--- config.mk ---
export PLATFORM = sky130hd
export DESIGN_NAME = mult_acc_collect
export DESIGN_NICKNAME = d
export VERILOG_FILES = /design/src/rtl/mult_acc_collect.sv
export SDC_FILE = /design/constraint.sdc
export NUM_CORES = 1
export LEC_CHECK = 0
export CAP_MARGIN = 20
export CORE_MARGIN = 2
export CORE_UTILIZATION = 50
export CTS_CLUSTER_SIZE = 40
export DETAILED_ROUTE_END_ITERATION = 8
export PLACE_DENSITY = 0.83
export SLEW_MARGIN = 20
export SYNTH_ARGS = -nofsm -noshare
export SYNTH_HDL_FRONTEND = slang
export SYNTH_SLANG_ARGS = --single-unit
--- constraint.sdc ---
create_clock -name clk -period 2.4 [get_ports clk]
set_input_delay 0.48 -clock clk [delete_from_list [all_inputs] [get_ports clk]]
set_output_delay 0.48 -clock clk [all_outputs]
set_load 0.01 [all_outputs]
--- src/rtl/mult_acc_collect.sv ---
// Collects LEN unsigned products into a group sum and queues each sum in a 2-entry output FIFO.
// Define MULT_ACC_COLLECT_SAT_EN to saturate the accumulator on overflow instead of wrapping.
module mult_acc_collect #(
  parameter int N     = 8,
  parameter int M     = 4,
  parameter int LEN   = 4,
  parameter int ACC_W = 14
) (
  input  logic             clk,
  input  logic             rst,
  input  logic             result_rdy,
  input  logic [N+M-1:0]   result,
  input  logic             clear,
  input  logic             out_ready,
  output logic             acc_vld,
  output logic [ACC_W-1:0] acc_out,
  output logic             busy,
  output logic             drop_err,
  output logic             ovf
);

  localparam int P  = N + M;
  localparam int CW = $clog2(LEN);

  typedef enum logic {IDLE, COLLECT} state_t;

  state_t           state;
  logic [CW-1:0]    count;
  logic [ACC_W-1:0] acc;
  logic [ACC_W-1:0] entry0;
  logic [ACC_W-1:0] entry1;
  logic [1:0]       fifo_cnt;

  logic [ACC_W:0]   sum_ext;
  logic             carry;
  logic [ACC_W-1:0] sum;
  logic             take;
  logic             last;
  logic             pop;

  always_comb begin
    sum_ext = {1'b0, acc} + {{(ACC_W + 1 - P){1'b0}}, result};
    carry   = sum_ext[ACC_W];
`ifdef MULT_ACC_COLLECT_SAT_EN
    // Once pinned at all-ones, any further nonzero addend carries again, so it holds.
    sum     = carry ? {ACC_W{1'b1}} : sum_ext[ACC_W-1:0];
`else
    sum     = sum_ext[ACC_W-1:0];
`endif
    take    = result_rdy && !clear;
    last    = take && (count == CW'(LEN - 1));
    pop     = acc_vld && out_ready;
  end

  assign acc_vld = (fifo_cnt != 2'd0);
  assign acc_out = entry0;
  assign busy    = (state == COLLECT);

  always_ff @(posedge clk) begin
    if (rst) begin
      state    <= IDLE;
      count    <= '0;
      acc      <= '0;
      entry0   <= '0;
      entry1   <= '0;
      fifo_cnt <= 2'd0;
      drop_err <= 1'b0;
      ovf      <= 1'b0;
    end else begin
      if (clear) begin
        state <= IDLE;
        acc   <= '0;
        count <= '0;
      end else if (result_rdy) begin
        if (carry) ovf <= 1'b1;
        if (last) begin
          state <= IDLE;
          acc   <= '0;
          count <= '0;
        end else begin
          state <= COLLECT;
          acc   <= sum;
          count <= count + CW'(1);
        end
      end

      // Pop shifts entry1 forward; a push into a full FIFO survives only if a pop frees a slot.
      case (fifo_cnt)
        2'd0: begin
          if (last) begin
            entry0   <= sum;
            fifo_cnt <= 2'd1;
          end
        end
        2'd1: begin
          if (pop && last) begin
            entry0 <= sum;
          end else if (pop) begin
            fifo_cnt <= 2'd0;
          end else if (last) begin
            entry1   <= sum;
            fifo_cnt <= 2'd2;
          end
        end
        default: begin
          if (pop) begin
            entry0 <= entry1;
            if (last) entry1 <= sum;
            else fifo_cnt <= 2'd1;
          end else if (last) begin
            drop_err <= 1'b1;
          end
        end
      endcase
    end
  end

endmodule

==> results.md, run 1 <==
- The flow ran to the end, and the final reports show no timing, DRC or antenna violations.
- The die is 77.2 um wide.
- The final global-route overflow total is 0.
- Data arrives at the worst endpoint at 2.57 ns.
- The count of routing violations after the opening detailed-route iteration is 194.
- TritonCTS created 5 clock buffers.
- The overall routing resource usage is 0.228.
- The total length of routed met2 wires is 3540 um.
- The die is 77.2 um tall.
- The number of flip-flops and latches in the synthesized netlist is 49.
- The power per standard cell area is 470 nW/um^2.
- By instance count, the leading cell after synthesis is dfxtp_1.
- Summing all multi-input logic gate instances after layout gives 1680 sq um.
- The clock-pin slew on the worst setup and hold paths is 0.10 ns.
- Timing analysis after detailed placement gives a worst setup slack of -0.615 ns.
- The area enclosed by the die boundary is 5960 sq um.
- For this run, the register share of the synthesized area comes to 0.366.
- The sequential cell area is 982 sq um.
- The average routed wire per standard cell is 15.5 um.
- The post-synthesis xor/xnor area fraction is 0.0355.
- The post-detailed-placement cell area is 3360 sq um.
- The mean instance size in the synthesized netlist is 8.34 sq um.
- Yosys attributes the largest share of cell area to dfxtp_1, ha_1, a21oi_1, nand2_1, nor2_1.
- The HPWL after detailed placement is 5010 um.
- Entering global routing, the biggest net connects 29 pins.
- On the final layout, the worst hold slack is 0.460 ns.
- STA classifies the critical path endpoint as a register.
- The post-route fraction of the period consumed by the critical path is 0.957.
- The critical path is of the reg -> reg type.
- The highest layer used for signal routing is met4.
- The area fraction in compound gates after synthesis is 0.227.
- For this design the top-level I/O count stands at 35.
- The final hold violation count is 0.
- TritonCTS built the clock tree.
- The required time of the critical path is 2.67 ns.
- Of all nets on the critical path, the largest fanout is 4.
- The worst-margin pin slew is 0.444 ns.
- The minimum clock period is 2.30 ns.
- In this run the remaining antenna-violating nets after routing total 0.
- Summed over all layers, the routed wires come to 7210 um.
- The repair_antennas step left the layout with diodes totalling 0.
- The adder-cell share of the synthesized area is 0.0729.
- The number of synthesized flops with an enable pin is 0.
- Row generation in the floorplan step produced 26 rows.
- The layout net count is 425.
- Across the VDD grid, the largest voltage drop is 0.460 mV.
- The synthesized netlist net count is 353.
- The maximum clock path buffer count is 2.
- The met1 layer wirelength in the final routing is 3160 um.
- For the final database, setup skew stands at 0.00936 ns.
- The via density per instance is 5.67.
- The commonest cells after synthesis are dfxtp_1, nand2_1, a21oi_1.
- After detailed placement, the design holds a cell count of 452.
- The weighted congestion reported at the end of routability-driven placement is 0.885.
- Summed over all instances, the cell type with the most area after synthesis is dfxtp_1.
- In the final layout, the share of cells above drive strength 1 is 0.206.
- The initial core utilization is 0.521.
- The number of synthesis warnings is 0.
- The TritonCTS sink count is 49.
- The first global-routing pass estimated 10900 um of wire.
- The max-slew violation total from the final report was 0.
- The cell area after layout is 3590 sq um.
- For this run, the detailed router's first-pass iteration total came to 6.
- The summed instance area of the synthesized netlist is 2680 sq um.
- The initial antenna violation count is 0.
- The portion of synthesized area spent on multiplexers is 0.0374.
- The synthesis-to-layout area growth is 34.3%.
- The number of global-route vias before repair is 2315.
- Of the total synthesized cell area, the portion taken by AND, OR, NAND and NOR gates is 0.217.
- For this run, design rule violations remaining after detail routing come to 0.
- The length of routed met3 wiring is 382 um.
- The clock reaches the later pin of the worst-skew pair after 0.33 ns.
- Port buffering added 34 buffers.
- The core region is 5140 sq um.
- The class of the tightest hold or removal check is reg -> reg.
- The share of flip-flops with an asynchronous set or reset after synthesis is 0.
- The number of buffers inserted for hold repair after clock tree synthesis is 0.
- The count of distinct cell types in the synthesized netlist is 58.
- For this run, the number of standard cells in the final layout without fillers is 464.
- The number of standard cells after synthesis is 321.
- Once routing completed, OpenROAD measured the worst setup slack at 0.104 ns.
- STA classifies the critical path startpoint as a register.
- The post-route setup TNS is 0 ns.
- The max-cap check violation count is 0.
- The number of fillers in the final layout is 422.
- The analysis attributes to cell leakage a power of 1.40 nW.
- The most common flop cell mapped by yosys is dfxtp_1.
- The detailed router placed 2630 vias in this run.
- Setup violations remaining at the end of the flow were counted as 0.
- The largest family of logic cells by synthesized area is compound AO/OA/AOI/OAI gates.
- The worst pin sits at a relative slew slack of 0.702.
- The share of synthesized area in the top cell type comes to 0.366.
- The level count of the clock H-tree is 2.
- The clock root buffer is clkbuf_8.
- The achievable frequency is 0.435 GHz.
## through the flow
stage	utilization	total power, mW
after floorplan	-	1.01
after global placement	0.654	1.14
after detailed placement	0.654	1.15
after CTS	0.677	1.67
after global routing	0.699	1.76
final	0.699	1.69
## layout by cell type, fill, tap and decap left out, types with 2 or more instances in the layout
cell type,n
dfxtp_1,48
buf_4,44
nand2_1,39
a21oi_1,32
clkdlybuf4s50_1,30
nor2_1,27
o21ai_0,13
inv_1,12
ha_1,11
mux2i_1,10
a211oi_1,9
xnor2_1,8
nand2b_1,6
a31oi_1,6
or3_1,5
a21o_1,5
nor3_1,5
nand3_1,5
clkbuf_8,5
nor2b_1,4
o32ai_1,4
o22ai_1,4
nand3b_1,3
nand4_1,3
ha_4,3
or2_2,2
a31o_2,2
and4_1,2
o21a_1,2
and3_1,2
o21ai_1,2
nor3_4,2
o221ai_1,2
clkinvlp_4,2
dlymetal6s2s_1,2
## path summary, 6_finish.rpt
kind                            startpoint    endpoint  slack, ns  depth (start not counted)
worst max-delay path                acc[0]  entry1[12]       0.10                         10
worst min-delay path            acc_out[2]  acc_out[2]       0.46                          2
worst max register to register      acc[0]  entry1[12]       0.10                         10
worst min register to register  acc_out[2]  acc_out[2]       0.46                          2
## routing by layer
layer  vias to the layer above  GRT usage
met3                        18     0.0412
li1                       1298          -
met1                      1227      0.297
met4                         0     0.0714
met5                         -          0
met2                        87      0.383
## repair_timing
| item | CTS | global route |
|---|---|---|
| gates resized for setup | 5 | 18 |
| endpoints found under the setup margin | 11 | 14 |
| setup buffers | 2 | 2 |
| pin swaps | 8 | 15 |
## sequential cells by signal (all words and copies together) (netlist names)
register	count
acc	14
acc_out	14
busy	1
count	2
drop_err	1
entry1	14
fifo_cnt	2
ovf	1
## worst max-delay path, cell delays in order, from the launching register on
cell	delay, ns
dfxtp_2	0.35
ha_4	0.16
fa_2	0.33
a21o_1	0.19
a311oi_2	0.26
buf_4	0.18
nor3_4	0.05
nor3_4	0.28
buf_6	0.15
and4_1	0.19
a311o_1	0.10
## area by class of cell
type                            count  share of cell area
Sequential cell                    49               0.273
Timing Repair Buffer               80               0.195
Clock buffer                        5              0.0191
Tap cell                           70              0.0244
Clock inverter                      3             0.00731
Inverter                           13              0.0136
Multi-Input combinational cell    244               0.467
## report_power, final
part	switching (mW)	total [mW]	internal (mW)
Clock	0.312	0.525	0.212
Combinational	0.171	0.334	0.163
Sequential	0.00835	0.832	0.824
## cell families (layout without fill, tap and decap cells)
logic type	Yosys count	after routing
multiplexers	10	10
AND/OR/NAND/NOR	115	115
XOR/XNOR	10	10
flip-flops	49	49
adder cells (fa/ha/maj)	15	15
AO/OA/AOI/OAI	94	94
buffers and inverters	28	101
Note: power is estimated with default switching activity, not from simulation.
==> run 2, diff against run 1 <==
- CORE_UTILIZATION: 50 -> 57
- PLACE_DENSITY: 0.83 -> 0.89
- clock period: 2.4 -> 2.7 ns (I/O delays scaled with it)
==> run 2 against run 1 <==
Compared with the run above:
- global-route usage grew 2.9 points
- non-clock buffer count shrank 19
- via count shrank 2.9%
- cell count shrank 8.0%
- hold slack is essentially flat
- sequential cell count is the same
- sequential share of layout area grew 2.1 points
- count of clock-buffer cells in the layout is the same
- critical path depth is the same
- clock power shrank 12%
- routed wire length shrank 14%
- critical path type is now in -> reg
- critical endpoint unchanged
- largest cell class unchanged
==> results.md, run 2 (same netlist as run 1, synthesis figures left out) <==
- The count of endpoints failing setup in the final report is 0.
- The die covers 5260 sq um.
- The maximum cell stage delay along the critical path is 0.40 ns.
- The kind of end point of the critical path is a register.
- For this design the top-level I/O count stands at 35.
- After detailed routing, the wire length on met1 is 2870 um.
- The data arrival at the endpoint of the critical path is 2.84 ns.
- The worst slew margin relative to its limit is 0.744.
- The clock tree from TritonCTS is built.
- The cell that appears most often on the critical path is nor3_4.
- The class of the tightest hold or removal check is reg -> reg.
- Of the available clock period, the critical path in the final layout requires 0.971.
- Wire segments on met3 add up to 345 um in the final route.
- The total number of placement rows is 24.
- The top cell types in the final layout, fill and taps aside, are dfxtp_1, nand2_1, clkdlybuf4s50_1.
- Once detail routing completed, the nets flagged for antenna violations numbered 0.
- The TritonCTS sink count is 49.
- The max-cap check violation count is 0.
- The via density per instance is 5.98.
- The number of buffers inserted by port buffering is 34.
- For this run, design rule violations remaining after detail routing come to 0.
- The run finished with clean final reports.
- The first-pass GRT wire length is 10700 um.
- The initial antenna violation count is 0.
- Summing all placed instances gives a cell area of 3220 sq um.
- The initial core utilization is 0.602.
- The design draws 1.45 mW.
- Setup repair after global routing could not meet its margin everywhere.
- The number of inserted diodes is 0.
- The clock latency on the worst-skew pair is 0.31 ns.
- The worst-margin pin slew is 0.381 ns.
- Traced cell by cell, the critical path runs through clkdlybuf4s50_1 > ha_1 > fa_2 > a21o_1 > a311oi_2 > buf_4 > nor3_4 > nor3_4 > nor4_2 > a311o_1.
- The maximum VDD drop is 0.332 mV.
- The maximum number of pins on one net before global-route repair is 30.
- For this run, the post-layout net count is 406.
- The number of global-route vias before repair is 2359.
- The final hold violation count is 0.
- The critical path is of the in -> reg type.
- The smallest clock period supported by the final layout is computed as 2.62 ns.
- The floorplan step set the die height to 72.5 um.
- The achievable frequency is 0.381 GHz.
- The cell area after layout is 3330 sq um.
- Wire segments on met2 add up to 2900 um in the final route.
- The fraction of layout instances using a drive strength above 1 is 0.139.
- The length of the first detailed-routing pass in iterations is 5.
- The area of the placeable core is 4440 sq um.
- The static power due to leakage is 1.29 nW.
- The congestion estimate from routability-driven global placement came to 0.932.
- The count of vias placed by the detailed router is 2555.
- The maximum fanout count along the critical path is 4.
- The number of buffers inserted for hold repair after clock tree synthesis is 0.
- Leaving out fill and tap cells, the most frequent cell in the layout is dfxtp_1.
- The HPWL after detailed placement is 4630 um.
- After global routing the overflow that remains totals 0.
- After clock tree synthesis, the clock-pin slew on the worst setup and hold paths is 0.10 ns.
- The overall routing resource usage is 0.257.
- The H-tree was split into 2 levels.
- The count of routing violations after the opening detailed-route iteration is 226.
- The power per standard cell area is 437 nW/um^2.
- No sink is reached through more buffers than the 2 on the longest clock path.
- The clock arrives with 0.00586 ns of skew.
- The max-slew violation total from the final report is 0.
- The synthesis-to-layout area growth is 24.3%.
- The highest metal layer carrying signal wires in the routed design is met4.
- The post-layout utilization of the core is 0.749.
- The floorplan step set the die width to 72.5 um.
- The clock root buffer is clkbuf_8.
- The cell with the biggest individual delay on the critical path is clkdlybuf4s50_1.
- At the worst endpoint, the required time is 2.91 ns.
- Wires add up to 6230 um.
- The startpoint class of the critical path is an input port.
- The number of clock buffers inserted by TritonCTS is 5.
- Dividing the detail-routed wire length by the instance count gives 14.6 um.
run 2: changes by cell type in the layout (fill, tap and decap cells not counted), sizes merged:
cell           previous run  this run
dlymetal6s2s              2         0
buf                      46        27
dlygate4sd2               1         0
clkdlybuf4s50            30        34
clkbuf                    6         5
run 2: final timing paths:
check | from | cells past startpoint | end | slack, ns
max reg2reg | acc[0] | 9 | entry1[12] | 0.40
min | acc_out[2] | 2 | acc_out[2] | 0.46
min reg2reg | acc_out[2] | 2 | acc_out[2] | 0.46
max | result[0] | 10 | entry1[12] | 0.08
run 2: per-layer routing:
metal  track usage  vias to the layer above
met5             0                        -
met1         0.353                     1192
li1              -                     1261
met2         0.413                       89
met4        0.0823                        0
met3        0.0444                       13
run 2: what timing repair did:
action | in CTS | in global routing
setup buffers | 0 | 0
endpoints found under the setup margin | 1 | 9
pin swaps | 0 | 2
gates resized for setup | 1 | 3
run 2: cell type report:
cell class	count	area (sq um)
multi-input cells	244	1590
inverters	13	48.8
well taps	52	65.1
clock buffers	5	68.8
flip-flops and latches	49	981
fillers	337	1110
clock inverters	3	26.3
repair buffers	61	547
run 2: through the flow:
| stage | worst slack (ns) | setup TNS [ns] | hold WS, ns | cells |
|---|---|---|---|---|
| floorplan | 0.245 | 0 | 0.436 | 321 |
| detailed placement | -0.357 | -3.34 | 0.446 | 419 |
| global route | -0.0380 | -0.0380 | 0.477 | 427 |
| global placement | -0.295 | -2.61 | 0.442 | 419 |
| CTS | 0.0278 | 0 | 0.460 | 427 |
| finish | 0.0777 | 0 | 0.460 | 427 |
run 2: power by group:
| part | total [mW] | switching, mW | internal (mW) |
|---|---|---|---|
| logic | 0.253 | 0.134 | 0.119 |
| clock network | 0.463 | 0.274 | 0.189 |
| registers | 0.738 | 0.00603 | 0.732 |
| total | 1.45 | 0.414 | 1.04 |
run 2: critical path: cells and delay by family:
family	cells	cell delay [ns]
AOI/OAI and AO/OA	3	0.75
buffers and inverters	2	0.57
and+or+nand+nor	3	0.38
adders and majority gates	2	0.59
==> run 3, diff against run 2 <==
--- a/config.mk
+++ b/config.mk
@@ -6,4 +6,5 @@
 export NUM_CORES = 1
 export LEC_CHECK = 0
+export ABC_CLOCK_PERIOD_IN_PS = 3100
 export CAP_MARGIN = 20
 export CORE_MARGIN = 2
==> constraint.sdc (replaced) <==
create_clock -name clk -period 3.1 [get_ports clk]
set_input_delay 0.465 -clock clk [delete_from_list [all_inputs] [get_ports clk]]
set_output_delay 0.465 -clock clk [all_outputs]
set_load 0.01 [all_outputs]
==> run 3 against run 2 <==
Compared with the run above:
- clock skew up 0.0015 ns
- sequential share of layout area up 1.7 points
- largest cell class unchanged
- critical endpoint is now entry1[10]
- utilization down 4.0 points
- cell area down 5.3%
- hold slack better by 0.0011 ns
- die area unchanged
- clock power down 15%
- setup slack better by 0.32 ns
- first-iteration DRC count down 27%
==> results.md, run 3 (same netlist as run 1, synthesis figures left out) <==
- The clock latency on the worst-skew pair is 0.31 ns.
- Counting along the longest clock path gives a buffer depth of 2.
- The max-slew violation total from the final report was 0.
- The fraction of layout instances using a drive strength above 1 is 0.0819.
- The weighted congestion reported at the end of routability-driven placement is 0.882.
- The analysis attributes to cell leakage a power of 1.17 nW.
- The class of the tightest hold or removal check is reg -> reg.
- The run finished with clean final reports.
- The average routed wire per standard cell is 14.6 um.
- The count of routing violations after the opening detailed-route iteration is 166.
- In this run the number of cells on the critical path is 9.
- The total number of placement rows is 24.
- The largest individual stage delay along the critical path comes from the cell fa_1.
- The maximum number of pins on one net before global-route repair is 23.
- For this run, the detailed router's first-pass iteration total came to 4.
- For this block, the routed nets add up to 5910 um of wire.
- Summing all placed instances gives a cell area of 3060 sq um.
- Dividing total power by cell area gives a power density of 389 nW/um^2.
- Using the TritonRoute via totals, the vias-per-cell ratio works out to 5.96.
- For the finished layout, the period the worst path requires is 2.71 ns.
- The worst setup slack for register-to-register paths is 0.66 ns.
- The number of buffers inserted by port buffering is 34.
- Headroom to the max-slew limit came out at 0.486.
- The layout net count is 385.
- For this run, the top clock speed supported by timing is 0.370 GHz.
- The die is 72.5 um tall.
- The x dimension of the die is 72.5 um.
- Hold is met by 0.461 ns.
- Among cell families on the critical path, the largest total delay comes from compound AO/OA/AOI/OAI gates.
- The top cell types in the final layout, fill and taps aside, are dfxtp_1, nand2_1, clkdlybuf4s50_1.
- The final global-route overflow total is 0.
- The clock group share of total power is 0.320.
- The initial antenna violation count was 0.
- The maximum cell stage delay along the critical path is 0.42 ns.
- The overall routing resource usage is 0.244.
- For the worst setup path, the data arrival time is 2.90 ns.
- The number of top-level design ports is 35.
- In this run the number of H-tree levels came out at 2.
- The final hold violation count is 0.
- The setup path with the least slack is of type in -> reg.
- The worst register-to-register path ends at entry1[10].
- The count of buffer and inverter cells on the critical path is 1.
- The count of endpoints failing setup in the final report is 0.
- The startpoint of the worst register-to-register path is acc[0].
- The most critical setup path has its endpoint at entry1[10].
- The first global-routing pass estimated 10200 um of wire.
- STA classifies the critical path endpoint as a register.
- The number of buffers inserted to repair setup after CTS is 0.
- Setup total negative slack on the finished layout was measured at 0 ns.
- Dividing the final minimum period by the clock period gives 0.873.
- The HPWL after detailed placement is 4360 um.
- The cell area after layout is 3150 sq um.
- The number of buffers inserted for hold repair after clock tree synthesis is 0.
- Between clock sinks in the finished design, the worst skew comes to 0.00740 ns.
- The startpoint class of the critical path is an input port.
- The DRC violations left is 0.
- The number of antenna diodes in the final layout is 0.
- The net switching power is 0.342 mW.
- Walking the worst path, the cells encountered are clkdlybuf4s50_1 > ha_1 > fa_1 > a21o_1 > a311oi_1 > nor2_1 > o31ai_1 > xor2_1 > o22ai_1.
- The maximum VDD drop is 0.238 mV.
- The count of antenna-violating nets left after detailed routing is 0.
- The clock drives 49 sinks.
- The internal portion of total power is 0.885 mW.
- The worst-margin pin slew is 0.771 ns.
- The area of the placeable core is 4440 sq um.
- The launching instance or port of the critical path is result[0].
- The number of cells on the worst reg-to-reg path is 8.
- Setup repair after global routing left no endpoint under its margin.
- The number of global-route vias before repair is 2220.
- Of the total power, registers draw 0.524.
- The library cell used most frequently in the layout, excluding fill and tap cells, is dfxtp_1.
- Of all nets on the critical path, the largest fanout is 3.
- The number of clock buffers inserted by TritonCTS is 5.
- The number of gates resized after CTS was 0.
- TritonCTS built the clock tree.
- The area enclosed by the die boundary is 5260 sq um.
- CTS placed an instance of clkbuf_8 at the clock tree root.
- For this block, the via count after detailed routing is 2418.
- The share of power burned in combinational logic is 0.156.
- The initial utilization of the core area, before any placement, comes to 0.602.
- The switching share of total power is 0.279.
- The max-cap check violation count is 0.
- The clock-pin slew on the worst setup and hold paths is 0.10 ns.
- The required time of the critical path is 3.29 ns.
- The synthesis-to-layout area growth is 17.7%.
[run 3: power groups by stage]
stage / clock network, mW / logic (mW) / registers (mW)
floorplan: 0 / 0.127 / 0.657
global route: 0.430 / 0.211 / 0.644
global placement: 0 / 0.185 / 0.657
CTS: 0.400 / 0.190 / 0.643
finish: 0.392 / 0.191 / 0.643
detailed placement: 0 / 0.188 / 0.658
[run 3: metrics by stage]
stage | std cells | setup WS (ns) | utilization | power, mW
floorplan | 321 | 0.720 | - | 0.784
global placement | 398 | 0.128 | 0.688 | 0.842
detailed placement | 398 | 0.0660 | 0.688 | 0.846
CTS | 406 | 0.395 | 0.709 | 1.23
global route | 406 | 0.273 | 0.709 | 1.29
finish | 406 | 0.394 | 0.709 | 1.23
[run 3: cell type report]
cell class	instances	area [sq um]
clock inverters	3	25.0
multi-input cells	244	1580
fillers	374	1290
repair buffers	40	385
well taps	52	65.1
flip-flops and latches	49	981
inverters	13	48.8
clock buffers	5	68.8
[run 3: worst min-delay path by stage]
stage | depth (start not counted) | endpoint | start | slack [ns]
floorplan | 2 | entry1[0] | entry1[0] | 0.44
global placement | 2 | acc_out[2] | acc_out[2] | 0.44
detailed placement | 2 | entry1[5] | entry1[5] | 0.45
CTS | 2 | entry1[6] | entry1[6] | 0.46
global route | 2 | acc_out[2] | acc_out[2] | 0.48
finish | 2 | entry1[6] | entry1[6] | 0.46
[run 3: worst register-to-register path: cells and delay by family, from the launching register on]
| kind | cells | cell delay [ns] |
|---|---|---|
| flops | 1 | 0.32 |
| compound gates | 4 | 0.98 |
| fa+ha+maj | 2 | 0.63 |
| simple gates | 1 | 0.13 |
| xor+xnor | 1 | 0.27 |
[run 3: metal layers]
| layer | global-route usage | vias up | wire length [um] |
|---|---|---|---|
| li1 | - | 1222 | - |
| met1 | 0.328 | 1116 | 2710 |
| met2 | 0.390 | 65 | 2800 |
| met3 | 0.0458 | 15 | 276 |
| met4 | 0.0885 | 0 | 126 |
| met5 | 0 | - | 0 |
